[src/rtl/sram_ctl_pkg.sv]
// sram_ctl_pkg: shared types for the SRAM controller.
// Phase encoding, requester indices and a sizing helper.
package sram_ctl_pkg;

  typedef enum logic [2:0] {
    IDLE,
    WSETUP,
    WPULSE,
    WHOLD,
    RACCESS,
    DONE
  } state_t;

  localparam logic PORT_CPU = 1'b0;
  localparam logic PORT_DBG = 1'b1;

  function automatic int max4(
    input int a,
    input int b,
    input int c,
    input int d
  );
    int m;
    m = a;
    if (b > m) m = b;
    if (c > m) m = c;
    if (d > m) m = d;
    return m;
  endfunction

endpackage

[src/rtl/rr_arb2.sv]
// rr_arb2: two-way round-robin arbiter.
// A tie goes to the port that was not granted last.
module rr_arb2
  import sram_ctl_pkg::*;
(
  input  logic       clk,
  input  logic       rst_n,
  input  logic [1:0] req,
  input  logic       grant_en,
  output logic [1:0] gnt,
  output logic       gnt_idx
);

  logic last_q;
  logic any;

  // pick a winner; ties go against the last grant
  always_comb begin
    gnt_idx = PORT_CPU;
    unique case (1'b1)
      (req == 2'b11): gnt_idx = ~last_q;
      (req == 2'b10): gnt_idx = PORT_DBG;
      default:        gnt_idx = PORT_CPU;
    endcase
    any = grant_en & (|req);
    gnt = 2'b00;
    if (any) gnt = gnt_idx ? 2'b10 : 2'b01;
  end

  // remember who won; reset makes the CPU port preferred
  always_ff @(posedge clk or negedge rst_n) begin
    if (!rst_n) begin
      last_q <= PORT_DBG;
    end else if (any) begin
      last_q <= gnt_idx;
    end
  end

endmodule

[src/rtl/sram_ctl.sv]
// sram_ctl: two-port timed controller for an async SRAM.
// Pins are driven from flops so CE_N/WE_N never glitch.
module sram_ctl
  import sram_ctl_pkg::*;
#(
  parameter int AW      = 14,
  parameter int DW      = 49,
  parameter int SETUP   = 1,
  parameter int PULSE   = 2,
  parameter int HOLD    = 1,
  parameter int RD_WAIT = 2
) (
  input  logic          clk,
  input  logic          reset_n,
  input  logic          req0,
  input  logic          we0,
  input  logic [AW-1:0] addr0,
  input  logic [DW-1:0] wdata0,
  output logic          done0,
  input  logic          req1,
  input  logic          we1,
  input  logic [AW-1:0] addr1,
  input  logic [DW-1:0] wdata1,
  output logic          done1,
  output logic [DW-1:0] rdata,
  output logic          busy,
  output logic [AW-1:0] sram_a,
  output logic [DW-1:0] sram_di,
  input  logic [DW-1:0] sram_do,
  output logic          sram_ce_n,
  output logic          sram_we_n
);

  localparam int CNT_W =
    $clog2(max4(SETUP, PULSE, HOLD, RD_WAIT)) + 1;

  localparam logic [CNT_W-1:0] LD_SETUP = CNT_W'(SETUP - 1);
  localparam logic [CNT_W-1:0] LD_PULSE = CNT_W'(PULSE - 1);
  localparam logic [CNT_W-1:0] LD_HOLD  = CNT_W'(HOLD - 1);
  localparam logic [CNT_W-1:0] LD_RD    = CNT_W'(RD_WAIT - 1);
  localparam logic [CNT_W-1:0] ONE      = CNT_W'(1);

  state_t           state_q;
  state_t           state_d;
  logic [CNT_W-1:0] cnt_q;
  logic [CNT_W-1:0] cnt_d;
  logic [AW-1:0]    a_q;
  logic [DW-1:0]    di_q;
  logic [DW-1:0]    rdata_q;
  logic             idx_q;
  logic             ce_n_q;
  logic             we_n_q;
  logic [1:0]       gnt;
  logic             gnt_idx;
  logic             grant;
  logic             cap;
  logic             sel_we;
  logic [AW-1:0]    sel_a;
  logic [DW-1:0]    sel_d;

  rr_arb2 u_arb (
    .clk      (clk),
    .rst_n    (reset_n),
    .req      ({req1, req0}),
    .grant_en (state_q == IDLE),
    .gnt      (gnt),
    .gnt_idx  (gnt_idx)
  );

  assign grant  = |gnt;
  assign sel_we = gnt_idx ? we1    : we0;
  assign sel_a  = gnt_idx ? addr1  : addr0;
  assign sel_d  = gnt_idx ? wdata1 : wdata0;

  // phase sequencing with one shared down-counter
  always_comb begin
    state_d = state_q;
    cnt_d   = cnt_q;
    cap     = 1'b0;
    unique case (state_q)
      IDLE: begin
        if (grant) begin
          if (sel_we) begin
            state_d = WSETUP;
            cnt_d   = LD_SETUP;
          end else begin
            state_d = RACCESS;
            cnt_d   = LD_RD;
          end
        end
      end
      WSETUP: begin
        if (cnt_q == '0) begin
          state_d = WPULSE;
          cnt_d   = LD_PULSE;
        end else begin
          cnt_d = cnt_q - ONE;
        end
      end
      WPULSE: begin
        if (cnt_q == '0) begin
          state_d = WHOLD;
          cnt_d   = LD_HOLD;
        end else begin
          cnt_d = cnt_q - ONE;
        end
      end
      WHOLD: begin
        if (cnt_q == '0) begin
          state_d = DONE;
        end else begin
          cnt_d = cnt_q - ONE;
        end
      end
      RACCESS: begin
        if (cnt_q == '0) begin
          state_d = DONE;
          cap     = 1'b1;
        end else begin
          cnt_d = cnt_q - ONE;
        end
      end
      DONE:    state_d = IDLE;
      default: state_d = IDLE;
    endcase
  end

  // state and phase counter
  always_ff @(posedge clk or negedge reset_n) begin
    if (!reset_n) begin
      state_q <= IDLE;
      cnt_q   <= '0;
    end else begin
      state_q <= state_d;
      cnt_q   <= cnt_d;
    end
  end

  // latch the winning request; port inputs ignored after grant
  always_ff @(posedge clk or negedge reset_n) begin
    if (!reset_n) begin
      a_q   <= '0;
      di_q  <= '0;
      idx_q <= PORT_CPU;
    end else if (grant) begin
      a_q   <= sel_a;
      di_q  <= sel_d;
      idx_q <= gnt_idx;
    end
  end

  // capture DO on the last access edge; held until next read
  always_ff @(posedge clk or negedge reset_n) begin
    if (!reset_n) begin
      rdata_q <= '0;
    end else if (cap) begin
      rdata_q <= sram_do;
    end
  end

  // strobes follow the next phase so they change with the state
  always_ff @(posedge clk or negedge reset_n) begin
    if (!reset_n) begin
      ce_n_q <= 1'b1;
      we_n_q <= 1'b1;
    end else begin
      ce_n_q <= !(state_d inside {WSETUP, WPULSE, WHOLD, RACCESS});
      we_n_q <= (state_d != WPULSE);
    end
  end

  assign sram_a    = a_q;
  assign sram_di   = di_q;
  assign sram_ce_n = ce_n_q;
  assign sram_we_n = we_n_q;
  assign rdata     = rdata_q;
  assign busy      = (state_q != IDLE);
  assign done0     = (state_q == DONE) && (idx_q == PORT_CPU);
  assign done1     = (state_q == DONE) && (idx_q == PORT_DBG);

endmodule

[config.mk]
export PLATFORM = sky130hd
export DESIGN_NAME = sram_ctl
export DESIGN_NICKNAME = d
export VERILOG_FILES = /design/src/rtl/sram_ctl_pkg.sv /design/src/rtl/rr_arb2.sv /design/src/rtl/sram_ctl.sv
export SDC_FILE = /design/constraint.sdc
export NUM_CORES = 1
export LEC_CHECK = 0
export ABC_CLOCK_PERIOD_IN_PS = 1500
export BUFFER_PORTS_ARGS = -buffer_cell sky130_fd_sc_hd__buf_4
export CAP_MARGIN = 0
export CORE_MARGIN = 4
export CORE_UTILIZATION = 27
export CTS_BUF_LIST = sky130_fd_sc_hd__clkbuf_8
export DETAILED_ROUTE_END_ITERATION = 6
export HOLD_SLACK_MARGIN = 0.03
export REMOVE_ABC_BUFFERS = 1
export SLEW_MARGIN = 40
export SYNTH_ARGS = -nofsm -noshare
export SYNTH_HDL_FRONTEND = slang
export SYNTH_SLANG_ARGS = --single-unit
[constraint.sdc]
create_clock -name clk -period 1.5 [get_ports clk]
set_clock_uncertainty 0.05 [all_clocks]
set_input_delay 0.075 -clock clk [delete_from_list [all_inputs] [get_ports clk]]
set_output_delay 0.075 -clock clk [all_outputs]
set_load 0.03 [all_outputs]
# Word level (Yosys, flattened, before mapping)
# Index checks and enable logic that the tools add are counted.
[totals]
input_bits = 181
word_cells = 59
regBits = 121
output_inout_bits = 117
[op_classes]
n_eq_ne = 14
bitwise_logic = 3
n_reduce_logical = 12
n_addsub = 1
muxes = 20
[ops]
columns = ["operator", "count"]
rows = [
  ["two-way mux 49 bit", 1],
  ["two-way mux 3 bit", 5],
  ["two-way mux 14 bit", 1],
  ["== test 3 x 2 -> 1 bit, second input constant", 4],
  ["two-way mux 2 bit", 6],
  ["one-hot mux 3 bit (4 select lines)", 1],
  ["== test 3 bit, second input constant", 3],
  ["one-hot mux 2 bit (4 select lines)", 1],
  ["nonzero test 4 bit", 2],
  ["== test 3 x 1 -> 1 bit, second input constant", 2],
  ["OR reduction 2 bit", 3],
  ["== test 2 bit, second input constant", 2],
  ["two-way mux 1 bit", 4],
  ["!= test 2 bit, second input constant", 2],
  ["zero test 3 bit", 1],
  ["!= test 3 x 2 -> 1 bit, second input constant", 1],
  ["AND reduction 3 bit", 1],
  ["nonzero test 3 bit", 1],
  ["logical AND 1 bit", 2],
  ["zero test 2 bit", 1],
  ["inverter 1 bit", 2],
  ["one-hot mux 1 bit (2 select lines)", 1],
  ["subtractor 2 x 1 -> 2 bit, second input constant", 1],
  ["AND 1 bit", 1],
  ["zero test 1 bit", 1],
]

# Logic depth before layout (Yosys ltp)
# Gate-level depths: netlist of run 1.
[depth]
ltp_word = 10
ltp_mapped = 7
depth_no_buf = 6

# Hierarchy
# Synthesis of run 1 repeated with hierarchy kept, for this count alone.
[hier_totals]
hier_cells = 450
hier_area_um2 = 5355.1
[by_module_without_submodules]
columns = ["module", "cells_per_inst", "seq_area_each_um2", "instances", "area_per_inst_um2"]
rows = [
  ["sram_ctl", 442, 3005.4, 1, 5287.6],
  ["rr_arb2", 8, 26.3, 1, 67.6],
]

# Worst setup path after synthesis of run 1
# No wires, ideal clock.
[synth_path]
path_kind = "flip-flop to output port"
startpoint = "reg state_q[2]"
endpoint = "out done0"
arrival_time_ns = 1.682
t_required_ns = 1.375
n_path_buf = 1
slack_ns = -0.307
stages_incl_launch_ff = 3
path_cell_list = "dfrtp_1 clkbuf_1 nor4bb_1"
[synth_between]
elab_chain_cells = 2
[synth_rtl]
columns = ["item", "line", "rtl"]
rows = [
  ["from (decl)", "sram_ctl.sv:43", "state_t state_q;"],
  ["from (signal assigned)", "sram_ctl.sv:134", "state_q <= state_d;"],
  ["== test 3 bit", "sram_ctl.sv:178", "assign done0 = (state_q == DONE) && (idx_q == PORT_CPU);"],
  ["logical AND 1 bit", "sram_ctl.sv:178", ""],
  ["to (decl)", "sram_ctl.sv:19", "output logic done0,"],
]
# Every way passes these cells.

# Worst setup path in the final report of run 1
[layout_path]
startpoint = "reg cnt_q[0]"
endpoint = "reg cnt_q[0]"
[layout_between]
elab_chain_cells = 3
word_cells_on_any_way = 8
cone_classes = "add/sub: 1; eq/ne: 1; mux: 4; reduce/logical: 2"
[layout_rtl]
columns = ["item", "line", "rtl"]
rows = [
  ["from (decl)", "sram_ctl.sv:45", "logic [CNT_W-1:0] cnt_q;"],
  ["from (signal assigned)", "sram_ctl.sv:135", "cnt_q <= cnt_d;"],
  ["subtractor 2 x 1 -> 2 bit or zero test 2 bit (tied branches)", "--", ""],
  ["two-way mux 2 bit (tied with other cells)", "sram_ctl.sv:109, sram_ctl.sv:116", ""],
  ["one-hot mux 2 bit (4 select lines) or AND reduction 3 bit (tied branches)", "--", ""],
]
# Several ways; a longest one is shown, not always the timed one. The select of a mux whose other input is x is not followed.
# A chain may end at the register's enable or synchronous reset.

==> results of run 1 <==
## state kept, by name, indices dropped and copies added (netlist names)
name and count:
cnt_q 2, idx_q 1, rdata 49, sram_a 14, sram_ce_n 1, sram_di 49, sram_we_n 1, state_q 3
u_arb.last_q 1
## worst max-delay path by stage
stage                           from     endpoint  slack, ns  cells past startpoint
after floorplan                 req0    sram_a[0]      -3.03                      2
after global placement      cnt_q[0]     cnt_q[0]      -0.17                      7
after global routing      state_q[1]  sram_di[22]      -0.21                      7
after CTS                 state_q[1]     cnt_q[0]      -0.13                      7
final                       cnt_q[0]     cnt_q[0]      -0.14                      7
after detailed placement    cnt_q[0]     cnt_q[0]      -0.20                      7
## per-layer routing
layer | track usage (%) | wire length (um)
met1 | 18.15 | 7924
met2 | 29.78 | 10750
met3 | 6.972 | 1868
met4 | 5.848 | 568
met5 | 0 | 0
## repair_timing
action | in CTS | in global routing
endpoints found under the hold margin | 232 | 0
gates resized for setup | 62 | 61
cloned | 4 | 6
setup buffers | 13 | 1
hold buffers | 178 | 0
setup endpoints to repair | 65 | 122
pin swaps | 22 | 10
## cell type report
type,instances,area [sq um],area share (%)
clock buffers,18,247.7,2.211
clock inverters,14,209.0,1.864
inverters,5,21.27,0.1898
multi-input cells,285,2465,21.99
flip-flops and latches,121,3033,27.06
well taps,270,337.8,3.014
repair buffers,543,4893,43.66
## synthesized netlist by cell type (all sizes together)
| cell type | instances | area share (%) |
|---|---|---|
| dfrtp | 118 | 53 |
| nand2 | 71 | 4.8 |
| o21ai | 66 | 6.0 |
| mux2i | 65 | 12 |
| mux2 | 49 | 13 |
| buf | 25 | 3.8 |
| nor2 | 7 | 0.48 |
| clkbuf | 5 | 0.34 |
| inv | 5 | 0.34 |
| dfstp | 3 | 1.4 |
| ha | 3 | 0.68 |
| a21o | 2 | 0.27 |
| nand2b | 2 | 0.23 |
| nand3b | 2 | 0.27 |
| a21boi | 1 | 0.20 |
| a221oi | 1 | 0.27 |
| a2bb2oi | 1 | 0.16 |
| a311oi | 1 | 0.16 |
| a31oi | 1 | 0.11 |
| and3 | 1 | 0.11 |
| and4 | 1 | 0.16 |
| nor3 | 1 | 0.29 |
| nor3b | 1 | 0.14 |
| nor4bb | 1 | 0.18 |
| o21a | 1 | 0.14 |
| o22ai | 1 | 0.11 |
| o311ai | 1 | 0.16 |
| o31a | 1 | 0.16 |
| or2b | 1 | 0.14 |
| xnor2 | 1 | 0.16 |
| xor2 | 1 | 0.16 |
## power groups by stage
stage,clock network [W],registers (W),logic (W)
3_3_place_gp,0,0.00591,0.0105
2_1_floorplan,0,0.00885,0.00307
6_report,0.00336,0.00599,0.0127
5_1_grt,0.00361,0.00618,0.0135
4_1_cts,0.00346,0.00592,0.0118
3_5_place_dp,0,0.00592,0.0107
## cells in the final DEF, fill, tap and decap left out, types with 2 or more instances in the layout
| cell | netlist | final |
|---|---|---|
| buf_4 | 3 | 326 |
| o21ai_1 | 15 | 43 |
| inv_6 | 0 | 5 |
| nand2_4 | 0 | 3 |
| nand2_1 | 71 | 53 |
| buf_12 | 0 | 10 |
| nand2b_1 | 2 | 2 |
| mux2i_1 | 65 | 62 |
| dfstp_2 | 3 | 3 |
| bufinv_16 | 0 | 4 |
| nand2_2 | 0 | 15 |
| mux2i_2 | 0 | 2 |
| dlygate4sd3_1 | 0 | 178 |
| ha_1 | 3 | 2 |
| nand3b_1 | 2 | 2 |
| buf_8 | 0 | 4 |
| nor2_1 | 7 | 6 |
| buf_16 | 0 | 5 |
| o21ai_2 | 0 | 7 |
| mux2_4 | 49 | 49 |
| o21ai_0 | 51 | 15 |
| clkbuf_8 | 0 | 18 |
| dfrtp_1 | 118 | 117 |
| o21ai_4 | 0 | 2 |
| buf_6 | 12 | 17 |
| clkinv_4 | 0 | 3 |
| a21o_1 | 2 | 2 |
| clkbuf_16 | 0 | 3 |
| inv_2 | 0 | 3 |
## per-stage QoR
stage | setup WS (ns) | utilization [%] | power, W | hold WS (ns)
floorplan | -3.029 | - | 0.01192 | -0.2706
global placement | -0.1746 | 41.19 | 0.01646 | -0.02921
detailed placement | -0.2030 | 41.19 | 0.01661 | -0.02855
CTS | -0.1270 | 54.21 | 0.02117 | 0.03321
global route | -0.2103 | 55.56 | 0.02329 | 0.04242
finish | -0.1357 | 55.56 | 0.02205 | 0.06878
## worst max-delay path, cell delays in order (launching register included)
cell       delay (ns)
dfrtp_1          0.39
inv_2            0.08
ha_4             0.14
buf_6            0.10
or2b_1           0.23
a311oi_2         0.24
o31a_1           0.19
a2bb2oi_2        0.14
## cells by family after synthesis
family / after synthesis
simple gates: 88
buf+inv: 35
fa+ha+maj: 3
mux: 114
xor+xnor: 2
compound gates: 77
flops: 121
==> flow_summary.yaml, run 1 <==
power:
  power_density_mw_per_mm2: 1968
  switching_share_pct: 42.19
  seqPwrFrac_pct: 27.2
  p_comb_share_pct: 57.6
  cellLeakagePower_nw: 5.450
  clockPowerShare_pct: 15.2
  ir_drop_uv: 848.2
  p_int_w: 0.01275
  p_switching_w: 0.009302
synthesis:
  synth_fa_ha_area_share_pct: 0.6798
  synth_xor_area_share_pct: 0.3172
  netlist_area_sq_mm: 0.005522
  synthSimpleGateAreaFrac_pct: 6.821
  synth_top_family_by_area: "multiplexers"
  ys.warnings.count: 0
  synth_compound_area_share_pct: 7.727
  synth_area_per_cell_sq_um: 12.55
  ys_types: 34
  synth_mux_area_share_pct: 25.11
  syn_inst: 440
  ys_seq_elements: 121
  yosysSeqAreaShare_pct: 54.91
setup_path:
  start_kind: "register"
  required_ns: 1.81
  r2r-start: "cnt_q[0]"
  reg2reg_to: "cnt_q[0]"
  reg2reg_depth: 7
  cp_data_arrival_time_ns: 1.94
  path_max_fanout: 4
  worstSetupPathType: "register to register"
  rrSetupSlack_ns: -0.14
  crit_path_end_kind: "register"
global_routing:
  grt_pass1_vias: 5837
  grt_pass1_wl_um: 29860
  antenna_found_initial: 0
  grt_max_degree: 67
  grt_use_total_pct: 16.86
  grt.overflow.total: 0
cells_and_area:
  insertedDiodeCount: 0
  fin_area_sq_mm: 0.01121
  finish.net_count: 1157
  drive_gt1_share_pct: 50.30
  fillCellCount: 1629
  synthToLayoutAreaGrowth_pct: 103.0
  final_cells: 1256
place:
  gp_congestion: 0.7454
  place_inst: 1022
  hpwlAfterDp_um: 12390
  portBuffers: 297
  placed_area_sq_mm: 0.008308
sta:
  rsz0062_at_grt: "yes"
  slew_viol_final: 0
  final.period_utilization_pct: 109.0
  worst_slew_pin_slew_ns: 0.4099
  fin_crit_ns: 1.636
  tns_ns: -7.760
  finalSetupViolCount: 117
  layout_setup_ws_ns: -0.1357
  slew_headroom_pct: 72.57
  fmax_mhz: 611.3
  finalHoldViolCount: 0
floorplanning:
  start_util_pct: 27.38
  core_sq_mm: 0.02017
  rows: 52
  die_y_um: 151.0
  die_width_um: 151.0
  die-area_sq_mm: 0.02280
  io_pins: 298
cts:
  cts.sinks: 121
  htreeDepth: 4
  clkTransAtPathRegs_ns: 0.08
  cts_tree: "yes"
  clk_latency_ns: 0.42
  cts_buffers: 17
  cts.root.buffer_cell: "clkbuf_8"
  clk_path_buf_depth: 2
outcome:
  violations: "negative setup slack"
  status: "complete, but fails checks"
route:
  firstDrtPassIters: 4
  dr.first_iter.drc_count: 101
  wl_per_cell_um: 16.81
  routed_wl_um: 21110
  viasPerCell: 4.361
  vias: 5478
  drc_errors: 0
  drtAntennaViolNets: 0
hold_path:
  hp-class: "input pin to asynchronous set/reset pin"
job:
  drv_cap: 0
No activity file was read; power rests on OpenSTA's default activity.
==> run 2: changes to the inputs <==
--- a/config.mk
+++ b/config.mk
@@ -12,6 +12,7 @@
 export CORE_UTILIZATION = 27
 export CTS_BUF_LIST = sky130_fd_sc_hd__clkbuf_8
 export DETAILED_ROUTE_END_ITERATION = 6
+export GPL_TIMING_DRIVEN = 0
 export HOLD_SLACK_MARGIN = 0.03
 export REMOVE_ABC_BUFFERS = 1
 export SLEW_MARGIN = 40
==> run 2 against run 1 <==
The run still ends with negative setup slack left. Non-clock buffer count increased by 15. Critical path type unchanged. Clock-buffer cell count did not move. Core utilization increased by 4.3 points. Global-route usage rose by 1.2 points. Clock power is 13% lower. Critical path depth decreased by 1. Die area unchanged. Largest cell class unchanged. Sequential power is 3% higher.
==> flow_summary.yaml, run 2 (synthesis results as in run 1) <==
outcome:
  status: "complete, but fails checks"
  violations: "negative setup slack"
route:
  viasPerCell: 4.529
  routed_wl_um: 23020
  drtAntennaViolNets: 0
  drc_errors: 0
  dr.first_iter.drc_count: 142
  vias: 5756
  wl_per_cell_um: 18.11
  firstDrtPassIters: 4
setup_path:
  crit_buf_inv: 2
  r2r-start: "u_arb.last_q"
  slowest_stage: "dfstp_2"
  max_stage_delay_ns: 0.56
  reg2reg_depth: 6
  crit_family: "flip-flops"
  path_max_fanout: 10
  reg2reg_to: "cnt_q[0]"
  crit_path_end_kind: "register"
  start_kind: "register"
  crit_top_cell: "buf_12"
  worstSetupPathType: "register to register"
  required_ns: 1.77
  rrSetupSlack_ns: -0.21
  crit_chain: "a21boi_4, buf_12, buf_12, mux2i_4, o31a_1, a2bb2oi_2"
  cp_data_arrival_time_ns: 1.98
sta:
  finalHoldViolCount: 0
  finalSetupViolCount: 109
  fin_crit_ns: 1.711
  slew_viol_final: 0
  final.period_utilization_pct: 114.1
  slew_headroom_pct: 70.76
  rsz0062_at_grt: "yes"
  layout_setup_ws_ns: -0.2112
  fmax_mhz: 584.4
  worst_slew_pin_slew_ns: 0.4386
cts:
  cts_buffers: 17
  clk_path_buf_depth: 2
  htreeDepth: 4
  cts.sinks: 121
  cts.root.buffer_cell: "clkbuf_8"
  clk_latency_ns: 0.42
  cts_tree: "yes"
  clkTransAtPathRegs_ns: 0.07
floorplanning:
  rows: 52
  core_sq_mm: 0.02017
  start_util_pct: 27.38
  die_width_um: 151.0
  io_pins: 298
  die-area_sq_mm: 0.02280
  die_y_um: 151.0
power:
  power.total_w: 0.02431
  cellLeakagePower_nw: 5.723
  power_density_mw_per_mm2: 2014
  ir_drop_uv: 1106
cells_and_area:
  seq_area_sq_mm: 0.003035
  multiInputGateArea_sq_mm: 0.002864
  layout_common_cells: "buf_4 (312), dlygate4sd3_1 (178), dfrtp_1 (115)"
  final_cells: 1271
  final_common_cell: "buf_4"
  fillCellCount: 1494
  drive_gt1_share_pct: 58.44
  fin_area_sq_mm: 0.01207
  utilization_pct: 59.86
  synthToLayoutAreaGrowth_pct: 118.6
  insertedDiodeCount: 0
  finish.net_count: 1173
hold_path:
  min_path_cells: 5
  hp-class: "input pin to register"
  worstHoldEndpoint: "u_arb.last_q"
  hold_start: "req1"
global_routing:
  grt_pass1_wl_um: 31600
  antenna_found_initial: 0
  grt_pass1_vias: 6052
  grt.overflow.total: 0
  grt_max_degree: 68
  grt_use_total_pct: 18.08
place:
  gp_congestion: 0.7105
  pre_cts_slack_ns: -0.7754
  placed_area_sq_mm: 0.008092
  place_inst: 989
  hpwlAfterDp_um: 11770
  portBuffers: 297
job:
  drv_cap: 0
==> run 2: changes by cell type in the layout (fill, tap and decap cells not counted), sizes merged <==
cell	before	now
clkinvlp	1	4
inv	11	7
clkbuf	21	27
buf	362	371
clkinv	3	5
bufinv	4	2
o21ai	67	66
and3	1	3
==> run 2: layer usage <==
layer,global-route usage [%],up-vias,wire length (um)
met5,0,-,0
met4,9.248,0,809
met3,5.984,49,1710
met2,31.97,282,11940
met1,19.16,2776,8564
li1,-,2649,-
==> run 2: what timing repair did <==
item / 4_1_cts / 5_1_grt
gates cloned: 14 / 10
gates resized for setup: 135 / 138
setup buffers: 41 / 17
hold buffers: 178 / 0
hold endpoints to repair: 235 / 0
endpoints found under the setup margin: 115 / 124
pin swaps: 27 / 47
==> run 2: metrics by stage <==
step,TNS (ns),hold WS [ns]
final,-11.59,0.08057
after global routing,-17.48,0.07303
after CTS,-13.15,0.04994
after detailed placement,-52.15,-0.02494
after global placement,-475.26,0.2564
after floorplan,-283.06,-0.2706
==> run 2: worst max path at each step <==
stage	start	end	slack [ns]	depth (start not counted)
after global placement	req0	sram_di[46]	-5.28	3
after detailed placement	u_arb.last_q	sram_di[3]	-0.78	8
after global routing	cnt_q[1]	cnt_q[0]	-0.26	7
after CTS	state_q[1]	done0	-0.22	3
final	u_arb.last_q	cnt_q[0]	-0.21	6
after floorplan	req0	sram_a[0]	-3.03	2
==> run 2: worst register-to-register path: stages (launching register included) <==
cell and delay [ns]:
dfstp_2 0.56, a21boi_4 0.09, buf_12 0.13, buf_12 0.14
mux2i_4 0.20, o31a_1 0.26, a2bb2oi_2 0.16
==> run 2: final cells by class <==
class	instances	area share, %
clock buffers	18	2.052
clock inverters	13	1.223
inverters	5	0.1762
multi-input cells	286	23.72
flip-flops and latches	121	25.14
well taps	270	2.798
repair buffers	558	44.89
==> run 2: power breakdown <==
group / internal (W) / switching, W / total [W]
registers: 0.00493 / 0.00122 / 0.00615
clock network: 0.00153 / 0.00142 / 0.00294
logic: 0.00760 / 0.00762 / 0.0152
total: 0.0141 / 0.0103 / 0.0243
==> run 3: changes to the inputs <==
--- a/config.mk
+++ b/config.mk
@@ -5,7 +5,7 @@
 export SDC_FILE = /design/constraint.sdc
 export NUM_CORES = 1
 export LEC_CHECK = 0
-export ABC_CLOCK_PERIOD_IN_PS = 1500
+export ABC_CLOCK_PERIOD_IN_PS = 2100
 export BUFFER_PORTS_ARGS = -buffer_cell sky130_fd_sc_hd__buf_4
 export CAP_MARGIN = 0
 export CORE_MARGIN = 4
@@ -13,7 +13,6 @@
 export CTS_BUF_LIST = sky130_fd_sc_hd__clkbuf_8
 export DETAILED_ROUTE_END_ITERATION = 6
 export GPL_TIMING_DRIVEN = 0
-export HOLD_SLACK_MARGIN = 0.03
 export REMOVE_ABC_BUFFERS = 1
 export SLEW_MARGIN = 40
 export SYNTH_ARGS = -nofsm -noshare
==> constraint.sdc (replaced) <==
create_clock -name clk -period 2.1 [get_ports clk]
set_clock_uncertainty 0.05 [all_clocks]
set_input_delay 0.105 -clock clk [delete_from_list [all_inputs] [get_ports clk]]
set_output_delay 0.105 -clock clk [all_outputs]
set_load 0.03 [all_outputs]
==> run 3 against run 2 <==
The flow now finishes without violations. Fmax shrank 13%. Setup slack gained 0.33 ns. Total power shrank 42%. Register-to-register slack gained 0.33 ns. Die area is the same. Combinational power shrank 49%. Critical path type unchanged. Highest routed layer unchanged.
==> flow_summary.yaml, run 3 (synthesis results as in run 1) <==
outcome:
  status: "finished clean"
cts:
  clkTransAtPathRegs_ns: 0.07
  clk_path_buf_depth: 2
  cts.root.buffer_cell: "clkbuf_8"
  cts_buffers: 17
  htreeDepth: 4
  clk_latency_ns: 0.42
  cts_tree: "yes"
  cts.sinks: 121
job:
  drv_cap: 0
global_routing:
  grt_use_total_pct: 15.19
  grt_pass1_vias: 5365
  grt_pass1_wl_um: 27050
  antenna_found_initial: 0
  grt.overflow.total: 0
  grt_max_degree: 68
route:
  firstDrtPassIters: 4
  dr.first_iter.drc_count: 149
  wl_per_cell_um: 15.08
  viasPerCell: 4.263
  vias: 5120
  drc_errors: 0
  drtAntennaViolNets: 0
  routed_wl_um: 18110
floorplanning:
  die_y_um: 151.0
  die_width_um: 151.0
  start_util_pct: 27.38
  die-area_sq_mm: 0.02280
  io_pins: 298
  rows: 52
  core_sq_mm: 0.02017
power:
  seqPwrFrac_pct: 30.3
  cellLeakagePower_nw: 5.020
  p_int_w: 0.008035
  p_switching_w: 0.006012
  power_density_mw_per_mm2: 1364
  ir_drop_uv: 640.8
  switching_share_pct: 42.80
  clockPowerShare_pct: 14.7
  p_comb_share_pct: 54.9
cells_and_area:
  synthToLayoutAreaGrowth_pct: 86.52
  insertedDiodeCount: 0
  finish.net_count: 1103
  drive_gt1_share_pct: 43.50
  final_common_cell: "buf_4"
  layout_common_cells: "buf_4 (299), dlygate4sd3_1 (178), dfrtp_1 (115)"
sta:
  slew_viol_final: 0
  rsz0062_at_grt: "no"
  layout_setup_ws_ns: 0.1218
  final.period_utilization_pct: 94.20
  fmax_mhz: 505.5
  worst_slew_pin_slew_ns: 0.4662
  fin_crit_ns: 1.978
  finalHoldViolCount: 0
  holdWs_ns: 0.09135
  finalSetupViolCount: 0
  slew_headroom_pct: 68.92
setup_path:
  required_ns: 2.36
  start_kind: "register"
  worstSetupPathType: "register to register"
  crit_path_end_kind: "register"
  path_max_fanout: 12
  cp_data_arrival_time_ns: 2.24
  reg2reg_depth: 4
hold_path:
  min_path_cells: 4
  hp-class: "input pin to register"
place:
  gp_congestion: 0.7105
  portBuffers: 297
  hpwlAfterDp_um: 11770
  pre_cts_slack_ns: -0.1754
-- run 3: metrics by stage --
step	utilization [%]	TNS [ns]	area, sq um	instances	total power, W
floorplan	-	-214.66	5295	410	0.008651
global placement	38.98	-394.36	7863	977	0.01119
detailed placement	40.12	-4.034	8092	989	0.01164
CTS	51.11	0	10310	1202	0.01419
global route	51.06	0	10300	1201	0.01488
finish	51.06	0	10300	1201	0.01405
-- run 3: power by group through the flow --
stage / Combinational [W] / Sequential, W / Clock, W
after floorplan: 0.00231 / 0.00634 / 0
after global placement: 0.00700 / 0.00419 / 0
after detailed placement: 0.00739 / 0.00425 / 0
after CTS: 0.00776 / 0.00426 / 0.00217
after global routing: 0.00818 / 0.00442 / 0.00228
final: 0.00772 / 0.00426 / 0.00207
-- run 3: final cells by class --
type                    count  area, sq um
inverters                   5        18.77
well taps                 270        337.8
flip-flops and latches    121         3035
clock buffers              18        247.7
fillers                  1759         9871
clock inverters            13        147.6
repair buffers            489         4229
multi-input cells         285         2282
-- run 3: worst paths after layout --
check | from | endpoint | slack, ns
min | we1 | state_q[2] | 0.09
min in group asynchronous | reset_n | rdata[15] | 0.13
min reg2reg | sram_di[41] | sram_di[41] | 0.43
max reg2reg | cnt_q[0] | rdata[14] | 0.12
max | cnt_q[0] | rdata[14] | 0.12
max in group asynchronous | reset_n | sram_di[4] | 1.18
-- run 3: what timing repair did --
| action | in CTS | in global routing |
|---|---|---|
| setup buffers | 3 | 0 |
| hold endpoints to repair | 234 | 0 |
| pin swaps | 2 | 0 |
| hold buffers | 178 | 0 |
| cloned | 1 | 0 |
| setup endpoints to repair | 45 | 11 |
| gates resized for setup | 5 | 1 |
-- run 3: critical path: stages (launching register included) --
cell	delay, ns
dfrtp_1	0.41
inv_1	0.11
ha_1	0.38
and3_2	0.56
mux2_4	0.35
-- run 3: metal layers --
metal	wire length (um)	track usage, %	vias up
li1	-	-	2489
met1	7313	16.99	2384
met2	8798	26.28	227
met3	1653	5.566	20
met4	345	5.984	0
met5	0	0	-
